File: config.mk
export PLATFORM = sky130hd
export DESIGN_NAME = mem_port_arbiter_flat
export DESIGN_NICKNAME = d
export VERILOG_FILES = /design/src/rtl/mem_arb_pkg.sv /design/src/rtl/mem_port_arbiter_if.sv /design/src/rtl/mem_arb_perf.sv /design/src/rtl/mem_port_arbiter.sv /design/src/flat_wrapper.sv
export SDC_FILE = /design/constraint.sdc
export NUM_CORES = 1
export LEC_CHECK = 0
export CORE_AREA = 2 2 83 85
export CTS_CLUSTER_DIAMETER = 60
export DETAILED_ROUTE_END_ITERATION = 10
export DIE_AREA = 0 0 85 87
export DONT_BUFFER_PORTS = 1
export SETUP_SLACK_MARGIN = 0.15
export SYNTH_ARGS = -nofsm -noshare
export SYNTH_HDL_FRONTEND = slang
export SYNTH_HIERARCHICAL = 1
export SYNTH_SLANG_ARGS = --single-unit
File: constraint.sdc
create_clock -name clk -period 1.7 [get_ports clk]
set_input_delay 0.255 -clock clk [delete_from_list [all_inputs] [get_ports clk]]
set_output_delay 0.255 -clock clk [all_outputs]
set_load 0.05 [all_outputs]
File: src/rtl/mem_arb_pkg.sv
// Shared types and constants for the memory port arbiter.
// Defines the boot/run state encoding, requester indices into the grant vector,
// and the default bus widths used by the interface and the top.
package mem_arb_pkg;

    typedef enum logic {
        ST_BOOT = 1'b0,
        ST_RUN  = 1'b1
    } arb_state_e;

    // Bit positions in the one-hot grant vector
    localparam int REQ_LD  = 0;
    localparam int REQ_DA  = 1;
    localparam int REQ_IF  = 2;
    localparam int NUM_REQ = 3;

    localparam int DEF_ADDR_W   = 10;
    localparam int DEF_DATA_W   = 32;
    localparam int DEF_MAX_WAIT = 4;

    // Fetch-starvation counter width; MAX_WAIT must fit (1..15)
    localparam int WAIT_W = 4;

    // Performance counter width
    localparam int PERF_W = 32;

endpackage

File: src/rtl/mem_port_arbiter_if.sv
// Bundle of requester, core-control and memory-side signals for the arbiter.
// Ports: boot_done, ld_*/da_*/if_* request buses with grants and read-valids,
// shared rdata, stall, and the single-port memory bus mem_*.
// Modport slave is the arbiter view; modport master is the core/loader/memory view.
interface mem_port_arbiter_if
    import mem_arb_pkg::*;
#(
    parameter int ADDR_W = DEF_ADDR_W,
    parameter int DATA_W = DEF_DATA_W
);
    logic              boot_done;

    logic              ld_req;
    logic              ld_we;
    logic [ADDR_W-1:0] ld_addr;
    logic [DATA_W-1:0] ld_wdata;
    logic              ld_gnt;

    logic              da_req;
    logic              da_we;
    logic [ADDR_W-1:0] da_addr;
    logic [DATA_W-1:0] da_wdata;
    logic              da_gnt;
    logic              da_rvalid;

    logic              if_req;
    logic [ADDR_W-1:0] if_addr;
    logic              if_gnt;
    logic              if_rvalid;

    logic [DATA_W-1:0] rdata;
    logic              stall;

    logic              mem_en;
    logic              mem_we;
    logic [ADDR_W-1:0] mem_addr;
    logic [DATA_W-1:0] mem_wdata;
    logic [DATA_W-1:0] mem_rdata;

    modport slave (
        input  boot_done,
        input  ld_req, ld_we, ld_addr, ld_wdata,
        output ld_gnt,
        input  da_req, da_we, da_addr, da_wdata,
        output da_gnt, da_rvalid,
        input  if_req, if_addr,
        output if_gnt, if_rvalid,
        output rdata, stall,
        output mem_en, mem_we, mem_addr, mem_wdata,
        input  mem_rdata
    );

    modport master (
        output boot_done,
        output ld_req, ld_we, ld_addr, ld_wdata,
        input  ld_gnt,
        output da_req, da_we, da_addr, da_wdata,
        input  da_gnt, da_rvalid,
        output if_req, if_addr,
        input  if_gnt, if_rvalid,
        input  rdata, stall,
        input  mem_en, mem_we, mem_addr, mem_wdata,
        output mem_rdata
    );

endinterface

File: src/rtl/mem_arb_perf.sv
// Purpose: event counters for fetch grants, data grants and run-time stall cycles.
// Latency: counts appear one cycle after the counted event.
// Backpressure: none; observes grant/stall levels only, never blocks.
// Ports: clk, reset (async active-low), count_en (arbiter in RUN), if_gnt, da_gnt,
// stall in; perf_if_gnt, perf_da_gnt, perf_stall out (wrap at 2^32).
module mem_arb_perf
    import mem_arb_pkg::*;
(
    input  logic              clk,
    input  logic              reset,
    input  logic              count_en,
    input  logic              if_gnt,
    input  logic              da_gnt,
    input  logic              stall,
    output logic [PERF_W-1:0] perf_if_gnt,
    output logic [PERF_W-1:0] perf_da_gnt,
    output logic [PERF_W-1:0] perf_stall
);

    always_ff @(posedge clk or negedge reset) begin
        if (!reset) begin
            perf_if_gnt <= '0;
            perf_da_gnt <= '0;
            perf_stall  <= '0;
        end else if (count_en) begin
            if (if_gnt) perf_if_gnt <= perf_if_gnt + PERF_W'(1);
            if (da_gnt) perf_da_gnt <= perf_da_gnt + PERF_W'(1);
            if (stall)  perf_stall  <= perf_stall + PERF_W'(1);
        end
    end

endmodule

File: src/rtl/mem_port_arbiter.sv
// Purpose: shares one single-port sync memory between loader, core data and core fetch; owns boot stall.
// Latency: grant and memory request combinational in the request cycle; read data/rvalid one cycle later.
// Backpressure: losing requester sees no gnt and holds its request; core is stalled while any core request waits.
// Ports: clk, reset (async active-low), bus (mem_port_arbiter_if.slave).
// Optional macro ARB_PERF_CNT_EN adds perf_if_gnt / perf_da_gnt / perf_stall counter outputs.
module mem_port_arbiter
    import mem_arb_pkg::*;
#(
    parameter int ADDR_W   = DEF_ADDR_W,
    parameter int DATA_W   = DEF_DATA_W,
    parameter int MAX_WAIT = DEF_MAX_WAIT
)(
    input  logic              clk,
    input  logic              reset,
    mem_port_arbiter_if.slave bus
`ifdef ARB_PERF_CNT_EN
    ,
    output logic [PERF_W-1:0] perf_if_gnt,
    output logic [PERF_W-1:0] perf_da_gnt,
    output logic [PERF_W-1:0] perf_stall
`endif
);

    localparam logic [WAIT_W-1:0] MAX_WAIT_C = WAIT_W'(MAX_WAIT);

    arb_state_e         state;
    logic [WAIT_W-1:0]  wait_cnt;
    logic               da_rvalid_q;
    logic               if_rvalid_q;

    logic [NUM_REQ-1:0] gnt;
    logic               run;
    logic               if_force;
    logic               stall_c;

    logic               mux_we;
    logic [ADDR_W-1:0]  mux_addr;
    logic [DATA_W-1:0]  mux_wdata;

    assign run = (state == ST_RUN);

    // Fetch has been denied MAX_WAIT times in a row: it overrides data priority once.
    assign if_force = (wait_cnt >= MAX_WAIT_C) && bus.if_req;

    // Winner selection. Grants are gated by reset itself so nothing reaches
    // memory while reset is held, not just after the first clock edge.
    always_comb begin
        gnt = '0;
        if (reset) begin
            if (!run) begin
                gnt[REQ_LD] = bus.ld_req;
            end else if (if_force) begin
                gnt[REQ_IF] = 1'b1;
            end else if (bus.da_req) begin
                gnt[REQ_DA] = 1'b1;
            end else if (bus.if_req) begin
                gnt[REQ_IF] = 1'b1;
            end
        end
    end

    // Memory request mux driven straight from the winner.
    always_comb begin
        mux_we    = 1'b0;
        mux_addr  = '0;
        mux_wdata = '0;
        if (gnt[REQ_LD]) begin
            mux_we    = bus.ld_we;
            mux_addr  = bus.ld_addr;
            mux_wdata = bus.ld_wdata;
        end else if (gnt[REQ_DA]) begin
            mux_we    = bus.da_we;
            mux_addr  = bus.da_addr;
            mux_wdata = bus.da_wdata;
        end else if (gnt[REQ_IF]) begin
            mux_addr  = bus.if_addr;
        end
    end

    assign stall_c = !run
                   | (bus.if_req & ~gnt[REQ_IF])
                   | (bus.da_req & ~gnt[REQ_DA]);

    // Boot/run sequencing, fetch starvation counter and read-valid pipeline.
    always_ff @(posedge clk or negedge reset) begin
        if (!reset) begin
            state       <= ST_BOOT;
            wait_cnt    <= '0;
            da_rvalid_q <= 1'b0;
            if_rvalid_q <= 1'b0;
        end else begin
            // Memory returns data one cycle after a granted read; stores produce nothing.
            da_rvalid_q <= gnt[REQ_DA] & ~bus.da_we;
            if_rvalid_q <= gnt[REQ_IF];

            case (state)
                ST_BOOT: begin
                    wait_cnt <= '0;
                    // A loader access in the same cycle defers the switch so it completes in BOOT.
                    if (bus.boot_done && !gnt[REQ_LD]) begin
                        state <= ST_RUN;
                    end
                end
                ST_RUN: begin
                    if (bus.if_req && !gnt[REQ_IF]) begin
                        if (wait_cnt < MAX_WAIT_C) begin
                            wait_cnt <= wait_cnt + WAIT_W'(1);
                        end
                    end else begin
                        wait_cnt <= '0;
                    end
                end
                default: begin
                    state    <= ST_BOOT;
                    wait_cnt <= '0;
                end
            endcase
        end
    end

    assign bus.ld_gnt    = gnt[REQ_LD];
    assign bus.da_gnt    = gnt[REQ_DA];
    assign bus.if_gnt    = gnt[REQ_IF];
    assign bus.da_rvalid = da_rvalid_q;
    assign bus.if_rvalid = if_rvalid_q;
    assign bus.rdata     = bus.mem_rdata;
    assign bus.stall     = stall_c;

    assign bus.mem_en    = |gnt;
    assign bus.mem_we    = mux_we;
    assign bus.mem_addr  = mux_addr;
    assign bus.mem_wdata = mux_wdata;

`ifdef ARB_PERF_CNT_EN
    mem_arb_perf u_perf (
        .clk         (clk),
        .reset       (reset),
        .count_en    (run),
        .if_gnt      (gnt[REQ_IF]),
        .da_gnt      (gnt[REQ_DA]),
        .stall       (stall_c),
        .perf_if_gnt (perf_if_gnt),
        .perf_da_gnt (perf_da_gnt),
        .perf_stall  (perf_stall)
    );
`endif

endmodule

File: src/flat_wrapper.sv
// flat-port wrapper written by rule: the top's interface ports become plain ports
module mem_port_arbiter_flat import mem_arb_pkg::*;
#(
    parameter int ADDR_W   = DEF_ADDR_W,
    parameter int DATA_W   = DEF_DATA_W,
    parameter int MAX_WAIT = DEF_MAX_WAIT
)
  (clk, reset, bus_boot_done, bus_ld_req, bus_ld_we, bus_ld_addr, bus_ld_wdata, bus_ld_gnt, bus_da_req, bus_da_we, bus_da_addr, bus_da_wdata, bus_da_gnt, bus_da_rvalid, bus_if_req, bus_if_addr, bus_if_gnt, bus_if_rvalid, bus_rdata, bus_stall, bus_mem_en, bus_mem_we, bus_mem_addr, bus_mem_wdata, bus_mem_rdata);
  mem_port_arbiter_if #(.ADDR_W(ADDR_W), .DATA_W(DATA_W)) bus_i ();
  input  logic clk;
  input  logic reset;
  input wire logic [$bits(bus_i.boot_done)-1:0] bus_boot_done;
  input wire logic [$bits(bus_i.ld_req)-1:0] bus_ld_req;
  input wire logic [$bits(bus_i.ld_we)-1:0] bus_ld_we;
  input wire logic [$bits(bus_i.ld_addr)-1:0] bus_ld_addr;
  input wire logic [$bits(bus_i.ld_wdata)-1:0] bus_ld_wdata;
  output wire logic [$bits(bus_i.ld_gnt)-1:0] bus_ld_gnt;
  input wire logic [$bits(bus_i.da_req)-1:0] bus_da_req;
  input wire logic [$bits(bus_i.da_we)-1:0] bus_da_we;
  input wire logic [$bits(bus_i.da_addr)-1:0] bus_da_addr;
  input wire logic [$bits(bus_i.da_wdata)-1:0] bus_da_wdata;
  output wire logic [$bits(bus_i.da_gnt)-1:0] bus_da_gnt;
  output wire logic [$bits(bus_i.da_rvalid)-1:0] bus_da_rvalid;
  input wire logic [$bits(bus_i.if_req)-1:0] bus_if_req;
  input wire logic [$bits(bus_i.if_addr)-1:0] bus_if_addr;
  output wire logic [$bits(bus_i.if_gnt)-1:0] bus_if_gnt;
  output wire logic [$bits(bus_i.if_rvalid)-1:0] bus_if_rvalid;
  output wire logic [$bits(bus_i.rdata)-1:0] bus_rdata;
  output wire logic [$bits(bus_i.stall)-1:0] bus_stall;
  output wire logic [$bits(bus_i.mem_en)-1:0] bus_mem_en;
  output wire logic [$bits(bus_i.mem_we)-1:0] bus_mem_we;
  output wire logic [$bits(bus_i.mem_addr)-1:0] bus_mem_addr;
  output wire logic [$bits(bus_i.mem_wdata)-1:0] bus_mem_wdata;
  input wire logic [$bits(bus_i.mem_rdata)-1:0] bus_mem_rdata;
  assign bus_i.boot_done = bus_boot_done;
  assign bus_i.ld_req = bus_ld_req;
  assign bus_i.ld_we = bus_ld_we;
  assign bus_i.ld_addr = bus_ld_addr;
  assign bus_i.ld_wdata = bus_ld_wdata;
  assign bus_ld_gnt = bus_i.ld_gnt;
  assign bus_i.da_req = bus_da_req;
  assign bus_i.da_we = bus_da_we;
  assign bus_i.da_addr = bus_da_addr;
  assign bus_i.da_wdata = bus_da_wdata;
  assign bus_da_gnt = bus_i.da_gnt;
  assign bus_da_rvalid = bus_i.da_rvalid;
  assign bus_i.if_req = bus_if_req;
  assign bus_i.if_addr = bus_if_addr;
  assign bus_if_gnt = bus_i.if_gnt;
  assign bus_if_rvalid = bus_i.if_rvalid;
  assign bus_rdata = bus_i.rdata;
  assign bus_stall = bus_i.stall;
  assign bus_mem_en = bus_i.mem_en;
  assign bus_mem_we = bus_i.mem_we;
  assign bus_mem_addr = bus_i.mem_addr;
  assign bus_mem_wdata = bus_i.mem_wdata;
  assign bus_i.mem_rdata = bus_mem_rdata;
  mem_port_arbiter #(.ADDR_W(ADDR_W), .DATA_W(DATA_W), .MAX_WAIT(MAX_WAIT)) u_core (.clk(clk), .reset(reset), .bus(bus_i));
endmodule
# Yosys cells after proc, flatten, opt, wreduce, memory -nomap -nowiden
# Index checks and enable logic that the tools add are counted.
# W data, S select, Z words.
# word_totals
register_bits	7
inputBits	134
out_inout_bits	82
# classes
addsub	1
magnitude_cmp	2
eq_ne	1
mux	20
bitwise_logic	9
reduce_logical	7
# op_table
op	count
$mux W32	2
$mux W10	3
$mux W1	10
$mux W4	2
$pmux W4 S2	1
$add A4 B1 Y4 const B	1
$ge A4 B3 Y1 const B	1
$lt A4 B3 Y1 const B	1
$not A1 Y1	4
$and A1 B1 Y1	3
$logic_and A1 B1 Y1	3
$logic_not A1 Y1	3
$mux W3	1
$ne A3 B3 Y1 const B	1
$reduce_or A3 Y1	1
$mux W2	1
$or A1 B1 Y1	2

# Logic depth before layout (Yosys ltp)
# Gate-level depths: netlist of the first run.
# logic_depth
depth_word	9
ltp_mapped	5

# Worst setup path after synthesis of the first run
# Ideal clock, no wire load.
# synth_path
kind	register -> output
from	register u_core.state, in the netlist u_core/run
to	output bus_mem_en
arrival_ns	1.690
required_time_ns	1.445
slack_ns	-0.245
stages_incl_launch_ff	4
path_buffers	0
path_cell_list	dfrtp_1 > nand3_1 > nor2_1 > or3_1
# synth_between
elab_chain_cells	3
# synth_rtl
element	line_no	rtl
start, declared	mem_port_arbiter.sv:26	arb_state_e state;
start signal, assigned	mem_port_arbiter.sv:87	state <= ST_BOOT;
start signal, assigned	mem_port_arbiter.sv:101	state <= ST_RUN;
start signal, assigned	mem_port_arbiter.sv:114	state <= ST_BOOT;
$mux W2	mem_port_arbiter.sv:50	if (!run) begin
$mux W3	mem_port_arbiter.sv:49	if (reset) begin
via bus_if_gnt	flat_wrapper.sv:26	output wire logic [$bits(bus_i.if_gnt)-1:0] bus_if_gnt;
$reduce_or A3 Y1	mem_port_arbiter.sv:129	assign bus.mem_en = |gnt;
end, declared	flat_wrapper.sv:30	output wire logic [$bits(bus_i.mem_en)-1:0] bus_mem_en;
# The timed path passes the listed nets, and every way through them passes these cells.

# Worst setup path in the final report of the first run
# layout_path
from	register u_core.state, in the netlist u_core/run
to	output bus_mem_en
# layout_between
elab_chain_cells	3
# layout_rtl
element	line_no
$mux W1 or $mux W2 (tied branches)	mem_port_arbiter.sv:50
$mux W3 *	mem_port_arbiter.sv:49
$reduce_or A3 Y1 *	mem_port_arbiter.sv:129
# Mark *: on every way between the ends. The rest lies on a longest branch, timed or not.

==> results.json, run 1 <==
{
  "port_buffers": 0,
  "critPathRequiredTime_ns": 1.44,
  "final_nets": 265,
  "startpoint_type": "register",
  "synth_cell_type_count": 23,
  "clockRootBuffer": "clkbuf_8",
  "dpl.hpwl_mm": 3.68,
  "drcViolationCount": 0,
  "synth_nets": 265,
  "start_util_pct": 16.6,
  "core_um2": 6570,
  "max_cap_violations": 0,
  "violations": "setup timing",
  "critical-path-slowest-cell": "dfrtp_1",
  "syn2layout_area_growth_pct": 67.2,
  "synth_top_area_share_pct": 26.5,
  "regArea_um2": 175,
  "clockBufferDepth": 2,
  "grt_max_degree": 20,
  "setup-violations-final": 41,
  "max_stage_delay_ns": 0.37,
  "rrSetupSlack_ns": 0.41,
  "critPathCaptureType": "primary output",
  "powerDensity_nw_per_um2": 504,
  "n_antenna_cell": 0,
  "place.gp.congestion": 0.678,
  "synth_enable_flop_cells": 0,
  "holdWs_ns": 0.0864,
  "clock.fmax_mhz": 536,
  "synth_ff_type": "dfrtp_1",
  "synth-seq-area-share_pct": 16.0,
  "rsz0062_at_grt": "yes",
  "yosysWarnings": 6,
  "min_period_over_period_pct": 110,
  "tightest_slew_ns": 0.453,
  "post_dp_cell_area_um2": 1410,
  "viasPerCell": 5.35,
  "grt_pass1_vias": 1130,
  "synthTopCellsByCount": "a22o_1, buf_4, a221o_1, nor3b_1, nor2_1",
  "pre_cts_ws_ns": 0.0193,
  "synth_top_area_cell": "a22o_1",
  "drtAntennaViolNets": 0,
  "postSynthAreaPerCell_um2": 8.40,
  "hold_viol": 0,
  "ys_ff_latch": 7,
  "wl_per_cell_um": 24.4,
  "design.portCount": 216,
  "outcome": "finished, violations left",
  "syn_area_um2": 1090,
  "min_path_type": "primary input to register",
  "grtUsageTotal_pct": 11.7,
  "ys_async_sr_fraction_pct": 100,
  "multiInputGateArea_um2": 913,
  "overflow": 0,
  "drt_iter0_drc": 12,
  "skew_ns": 0.00140,
  "insertion_delay_ns": 0.23,
  "cts_tree": "built",
  "final.fill_count": 656,
  "criticalPathCategory": "register to primary output",
  "timing.final.ws_setup_ns": -0.166,
  "fp.dieW_um": 85,
  "grt_pass1_wl_mm": 6.40,
  "critPathTopFamily": "simple AND/OR/NAND/NOR gates",
  "peakVddDrop_uv": 448,
  "routed_wl_mm": 5.09,
  "cts_buffers": 3,
  "p_leak_nw": 0.798,
  "drive_above_1_share_pct": 67.4,
  "cp_cell_sequence": "buf_4 -> and4_4 -> buf_12 -> or3_4 -> buf_6",
  "yosysMostFrequentCell": "a22o_1",
  "htree_levels": 1,
  "clock-sinks": 7,
  "worstPathMaxFanout": 14,
  "postLayoutCellArea_um2": 1830,
  "period_minus_slack_ns": 1.87,
  "slew_viol_final": 0,
  "drtPass1Iterations": 4,
  "num_vias": 1119,
  "synth.area.top_cells": "a22o_1, buf_4, dfrtp_1",
  "syn_inst": 130,
  "worstPathArrival_ns": 1.61,
  "die-area_um2": 7400,
  "rows": 30,
  "dieHeight_um": 87,
  "slew_headroom_pct": 69.8,
  "clkSlewWorstSetupHoldPaths_ns": 0.04,
  "critical_path_buf_inv_count": 3,
  "antenna_found_initial": 0
}
kinds of logic after synthesis:
group,after synthesis,share of synthesized area (%)
compound gates,50,39.1
xor+xnor,1,0.802
fa+ha+maj,1,1.15
buf+inv,45,28.5
flops,7,16.0
simple gates,26,14.4
flip-flops by register name (all words and copies together), names as in the netlist:
register              flops
u_core/bus.if_rvalid      1
u_core/run                1
u_core/wait_cnt           4
u_core/bus.da_rvalid      1
per-layer routing:
layer / share of wire, % / GRT usage [%] / vias to the layer above
met5: 0 / 0 / -
met4: 1.3 / 4.18 / 0
met3: 11 / 2.84 / 7
met2: 53 / 22.2 / 123
met1: 34 / 12.5 / 520
li1: - / - / 469
power by group:
part           leakage, nW  internal (mW)  switching [mW]
registers           0.0899          0.175          0.0126
logic                0.685          0.197           0.302
clock network       0.0228          0.162          0.0716
timing repair:
action / in CTS / in global routing
endpoints found under the setup margin: 45 / 46
hold buffers: 1 / 0
cloned: 2 / 2
pin swaps: 2 / 4
hold endpoints to repair: 7 / 0
resized for setup: 30 / 4
setup buffers: 3 / 3
area by class of cell:
| cell class | instances | area share [%] |
|---|---|---|
| clock buffers | 4 | 2.47 |
| inverters | 2 | 0.411 |
| multi-input cells | 78 | 50.0 |
| flip-flops and latches | 7 | 9.59 |
| well taps | 80 | 5.48 |
| repair buffers | 38 | 32.1 |
cell usage in the layout (no fill, tap or decap):
master / instances
clkbuf_16: 2
buf_12: 16
nand3_1: 1
nor2_4: 1
buf_4: 11
a21oi_1: 3
dlygate4sd3_1: 1
nor3b_1: 8
clkbuf_8: 3
nand2_1: 2
a221o_2: 7
nor2_1: 7
or3_4: 1
clkbuf_1: 1
o211ai_1: 1
inv_1: 2
and4_4: 1
dfrtp_1: 7
ha_1: 1
nor2b_1: 1
buf_16: 2
a221o_1: 3
nor2_2: 1
a22o_2: 2
nor3b_2: 3
o21ai_0: 1
a22o_4: 31
o21ai_1: 2
xnor2_1: 1
buf_6: 6
path summary, 6_finish.rpt:
kind,startpoint,to,depth (start not counted)
worst max-delay path,u_core/run,bus_mem_en,5
worst min-delay path,bus_da_we,u_core/bus.da_rvalid,1
worst max register to register,u_core/wait_cnt[2],u_core/bus.da_rvalid,5
worst min register to register,u_core/wait_cnt[1],u_core/wait_cnt[1],2
max in group asynchronous,reset,u_core/wait_cnt[2],1
min in group asynchronous,reset,u_core/wait_cnt[3],1
metrics by stage:
stage	util, %	cells	setup TNS [ns]	total power [mW]
3_3_place_gp	21.5	194	0	0.613
5_1_grt	27.8	209	-6.16	0.960
4_1_cts	26.3	204	-3.72	0.909
2_1_floorplan	-	130	0	0.719
6_report	27.8	209	-3.52	0.921
3_5_place_dp	21.5	194	0	0.618
Note: power is estimated with default switching activity, not from simulation.
==> inputs of run 2 (changes only) <==
==> constraint.sdc (replaced) <==
create_clock -name clk -period 1.7 [get_ports clk]
set_input_delay 0.34 -clock clk [delete_from_list [all_inputs] [get_ports clk]]
set_output_delay 0.34 -clock clk [all_outputs]
set_load 0.05 [all_outputs]
==> run 2 against run 1 <==
  * The flow still finishes with violations (setup timing)
  * Via count grew 0.71%
  * Critical path type unchanged
  * Largest cell class unchanged
  * Largest power group unchanged
  * Power shrank 0.30%
  * Highest routed layer unchanged
  * Hold slack gained 0.079 ns
  * Sequential share of layout area shrank 0.15 points
  * Non-clock buffer count shrank 2
  * Final area grew 1.6%
==> results.json, run 2 (synthesis gave the netlist of run 1 again) <==
{
  "dpl.hpwl_mm": 3.42,
  "clockBufferDepth": 2,
  "clock.fmax_mhz": 512,
  "drcViolationCount": 0,
  "min_path_type": "primary input to register",
  "drt_iter0_drc": 25,
  "powerDensity_nw_per_um2": 495,
  "clkSlewWorstSetupHoldPaths_ns": 0.04,
  "die-area_um2": 7400,
  "worstPathMaxFanout": 9,
  "place.gp.congestion": 0.622,
  "max_cap_violations": 0,
  "p_leak_nw": 0.824,
  "critPathCaptureType": "primary output",
  "place_inst": 189,
  "grt_pass1_vias": 1034,
  "critPathRequiredTime_ns": 1.36,
  "routed_wl_mm": 4.55,
  "fp.dieW_um": 85,
  "grt_pass1_wl_mm": 5.67,
  "peakVddDrop_uv": 263,
  "criticalPathCategory": "register to primary output",
  "largest_reg_flops": 4,
  "hold_viol": 0,
  "core_um2": 6570,
  "num_vias": 1127,
  "setup-violations-final": 45,
  "clock-sinks": 7,
  "min_period_over_period_pct": 115,
  "cts_buffers": 3,
  "cts_tree": "built",
  "n_antenna_cell": 0,
  "slew_viol_final": 0,
  "tightest_slew_ns": 0.477,
  "skew_ns": 0.00202,
  "final_common_cell": "a22o_4",
  "design.portCount": 216,
  "drtPass1Iterations": 4,
  "violations": "setup timing",
  "final_nets": 263,
  "final.fill_count": 660,
  "slew_headroom_pct": 68.2,
  "period_minus_slack_ns": 1.95,
  "drive_above_1_share_pct": 70.1,
  "start_util_pct": 16.6,
  "worstPathArrival_ns": 1.61,
  "largest-register": "u_core/wait_cnt",
  "rows": 30,
  "clockRootBuffer": "clkbuf_8",
  "syn2layout_area_growth_pct": 69.9,
  "finalPower_mw": 0.918,
  "grt_max_degree": 22,
  "drtAntennaViolNets": 0,
  "instances_no_fill": 207,
  "htree_levels": 1,
  "dieHeight_um": 87,
  "antenna_found_initial": 0,
  "rsz0062_at_grt": "yes",
  "insertion_delay_ns": 0.23,
  "timing.final.ws_setup_ns": -0.255,
  "overflow": 0,
  "layout_common_cells": "a22o_4, buf_4, buf_12",
  "startpoint_type": "register",
  "outcome": "finished, violations left",
  "viasPerCell": 5.44,
  "grtUsageTotal_pct": 10.4,
  "port_buffers": 0,
  "fin_tns_setup_ns": -8.60,
  "wl_per_cell_um": 22.0
}
## run 2: through the flow
| step | setup slack [ns] | instance area, µm² | util [%] | hold slack (ns) |
|---|---|---|---|---|
| floorplan | -0.0819 | 1340 | - | 0.0444 |
| global placement | -0.0381 | 1390 | 21.1 | 0.0450 |
| detailed placement | -0.0503 | 1390 | 21.1 | 0.0449 |
| CTS | -0.245 | 1700 | 25.9 | 0.159 |
| global route | -0.302 | 1860 | 28.2 | 0.162 |
| finish | -0.255 | 1860 | 28.2 | 0.166 |
## run 2: worst paths after layout
path | cells after the start | slack [ns] | endpoint | from
min reg2reg | 2 | 0.55 | u_core/wait_cnt[0] | u_core/wait_cnt[0]
max reg2reg | 5 | 0.36 | u_core/bus.da_rvalid | u_core/wait_cnt[2]
max | 5 | -0.25 | bus_mem_addr[7] | u_core/wait_cnt[2]
max in group asynchronous | 1 | 0.99 | u_core/bus.da_rvalid | reset
min in group asynchronous | 1 | 0.45 | u_core/wait_cnt[3] | reset
min | 1 | 0.17 | u_core/bus.da_rvalid | bus_da_we
## run 2: cell type report
class	count	area, µm²	area share, %
Clock buffer	4	45.0	2.43
Inverter	2	7.51	0.405
Multi-Input combinational cell	78	996	53.7
Sequential cell	7	175	9.44
Tap cell	80	100	5.39
Timing Repair Buffer	36	532	28.7
## run 2: report_power, final
group          internal, mW  total (mW)  switching [mW]
registers             0.175       0.187          0.0125
clock network         0.163       0.247          0.0836
logic                 0.188       0.484           0.296
## run 2: worst max-delay path, cell delays in order, from the launching register on
cell and delay, ns:
dfrtp_1 0.41, o21ai_2 0.14, and4_4 0.34, buf_12 0.15, a221o_1 0.19, buf_12 0.15
## run 2: repair_timing
| action | CTS | global route |
|---|---|---|
| gates resized for setup | 22 | 13 |
| endpoints found under the setup margin | 47 | 48 |
| buffers inserted | 5 | 3 |
| pin swaps | 19 | 5 |
| gates cloned | 3 | 2 |
| hold endpoints to repair | 7 | 0 |
| hold buffers | 1 | 0 |
## run 2: layer usage
layer	wire length (µm)	up-vias	GRT usage, %
met1	1420	524	10.4
met4	52	0	3.46
met2	2400	129	18.6
met5	0	-	0
li1	-	469	-
met3	687	5	5.40
==> inputs of run 3 (changes only) <==
- REMOVE_ABC_BUFFERS: default -> 1
==> run 3 against run 2 <==
  * The flow still finishes with violations (setup timing)
  * Count of clock-buffer cells in the layout did not move
  * First-iteration DRC count rose by 24%
  * Global-route usage rose by 3.6 points
  * Final area rose by 11%
  * Clock skew rose by 0.0026 ns
  * Power rose by 8.2%
  * Hold slack improved by 0.0090 ns
  * Flip-flop and latch count did not move
  * Maximum frequency rose by 1.5%
==> results.json, run 3 (synthesis gave the netlist of run 1 again) <==
{
  "clkSlewWorstSetupHoldPaths_ns": 0.04,
  "hold_viol": 0,
  "critPathTopFamily": "flip-flops",
  "p_leak_nw": 0.868,
  "insertion_delay_ns": 0.23,
  "grt_max_degree": 25,
  "design.portCount": 216,
  "min_path_type": "primary input to register",
  "skew_ns": 0.00462,
  "criticalPathCategory": "register to primary output",
  "final.fill_count": 681,
  "drt_iter0_drc": 31,
  "htree_levels": 1,
  "largest_reg_flops": 4,
  "cts_tree": "built",
  "period_minus_slack_ns": 1.93,
  "grt_pass1_wl_mm": 7.56,
  "dpl.hpwl_mm": 4.77,
  "utilization_pct": 31.2,
  "timing.final.ws_setup_ns": -0.225,
  "clock.fmax_mhz": 519,
  "cp_cell_sequence": "o21ai_1 -> and4_4 -> buf_12 -> a22o_1 -> buf_12",
  "final_common_cell": "buf_12",
  "drtAntennaViolNets": 0,
  "place.gp.congestion": 0.644,
  "crit_top_cell": "buf_12",
  "largest-register": "u_core/wait_cnt",
  "finalPower_mw": 0.994,
  "powerDensity_nw_per_um2": 484,
  "syn2layout_area_growth_pct": 87.9,
  "viasPerCell": 5.30,
  "holdWs_ns": 0.175,
  "drcViolationCount": 0,
  "overflow": 0,
  "slew_headroom_pct": 69.2,
  "grtUsageTotal_pct": 14.0,
  "drive_above_1_share_pct": 52.3,
  "min_period_over_period_pct": 113,
  "layout_common_cells": "buf_12, a22o_1, buf_6, a22o_4",
  "start_util_pct": 16.6,
  "grt_pass1_vias": 1211,
  "rows": 30,
  "critPathRequiredTime_ns": 1.36,
  "core_um2": 6570,
  "wl_per_cell_um": 24.9,
  "rsz0062_at_grt": "yes",
  "violations": "setup timing",
  "cts_buffers": 3,
  "outcome": "finished, violations left",
  "num_vias": 1230,
  "slew_viol_final": 0,
  "clock-sinks": 7,
  "postLayoutCellArea_um2": 2050,
  "critPathCaptureType": "primary output",
  "max_stage_delay_ns": 0.39,
  "startpoint_type": "register",
  "final_nets": 287,
  "post_dp_cell_area_um2": 1810,
  "critical_path_buf_inv_count": 2,
  "fp.dieW_um": 85,
  "critical-path-slowest-cell": "dfrtp_1",
  "worstPathArrival_ns": 1.59,
  "dieHeight_um": 87,
  "routed_wl_mm": 5.79,
  "drtPass1Iterations": 4,
  "die-area_um2": 7400,
  "worstPathMaxFanout": 22,
  "clockRootBuffer": "clkbuf_8",
  "setup-violations-final": 45,
  "max_cap_violations": 0,
  "port_buffers": 0,
  "clockBufferDepth": 2,
  "tightest_slew_ns": 0.463,
  "peakVddDrop_uv": 234,
  "antenna_found_initial": 1
}
-- run 3: final timing paths --
check | start | to | slack, ns | cells after the start
max | u_core/wait_cnt[2] | bus_mem_wdata[18] | -0.23 | 5
min | bus_da_we | u_core/bus.da_rvalid | 0.17 | 1
max reg2reg | u_core/wait_cnt[3] | u_core/wait_cnt[1] | 0.46 | 4
min reg2reg | u_core/wait_cnt[0] | u_core/wait_cnt[0] | 0.56 | 2
max in group asynchronous | reset | u_core/run | 1.00 | 1
min in group asynchronous | reset | u_core/wait_cnt[1] | 0.45 | 1
-- run 3: per-stage QoR --
step	TNS [ns]	cells	setup WS [ns]
after detailed placement	-1.55	225	-0.0765
after global routing	-10.73	232	-0.277
after global placement	-0.220	225	-0.0302
after CTS	-8.47	231	-0.228
after floorplan	-44.24	87	-1.00
final	-7.80	232	-0.225
-- run 3: per-layer routing --
layer	share of wire (%)	GRT usage (%)	vias up
li1	-	-	512
met1	36	16.1	592
met2	46	19.7	122
met3	18	12.0	4
met4	0.19	3.03	0
met5	0	0	-
-- run 3: worst register-to-register path, cell delays in order, from the launching register on --
cell      delay (ns)
dfrtp_1         0.39
nor3b_2         0.24
buf_6           0.18
o211ai_1        0.16
a21oi_1         0.18
-- run 3: layout make-up --
class | count | area [µm²] | share of cell area [%]
antenna | 1 | 2.50 | 0.122
timing repair buffer | 60 | 990 | 48.2
multi-input combinational | 78 | 732 | 35.7
inverter | 2 | 7.51 | 0.366
clock buffer | 4 | 45.0 | 2.20
sequential | 7 | 175 | 8.54
tap | 80 | 100 | 4.88
-- run 3: report_power, final --
group	switching [mW]	internal, mW	total, mW	leakage [nW]
registers	0.0127	0.175	0.188	0.0899
logic	0.314	0.259	0.572	0.755
clock network	0.0716	0.162	0.234	0.0228
-- run 3: what timing repair did --
item | CTS | global route
setup endpoints to repair | 46 | 47
gates resized for setup | 23 | 8
pin swaps | 5 | 3
hold buffers | 1 | 0
setup buffers | 1 | 0
hold endpoints to repair | 7 | 0
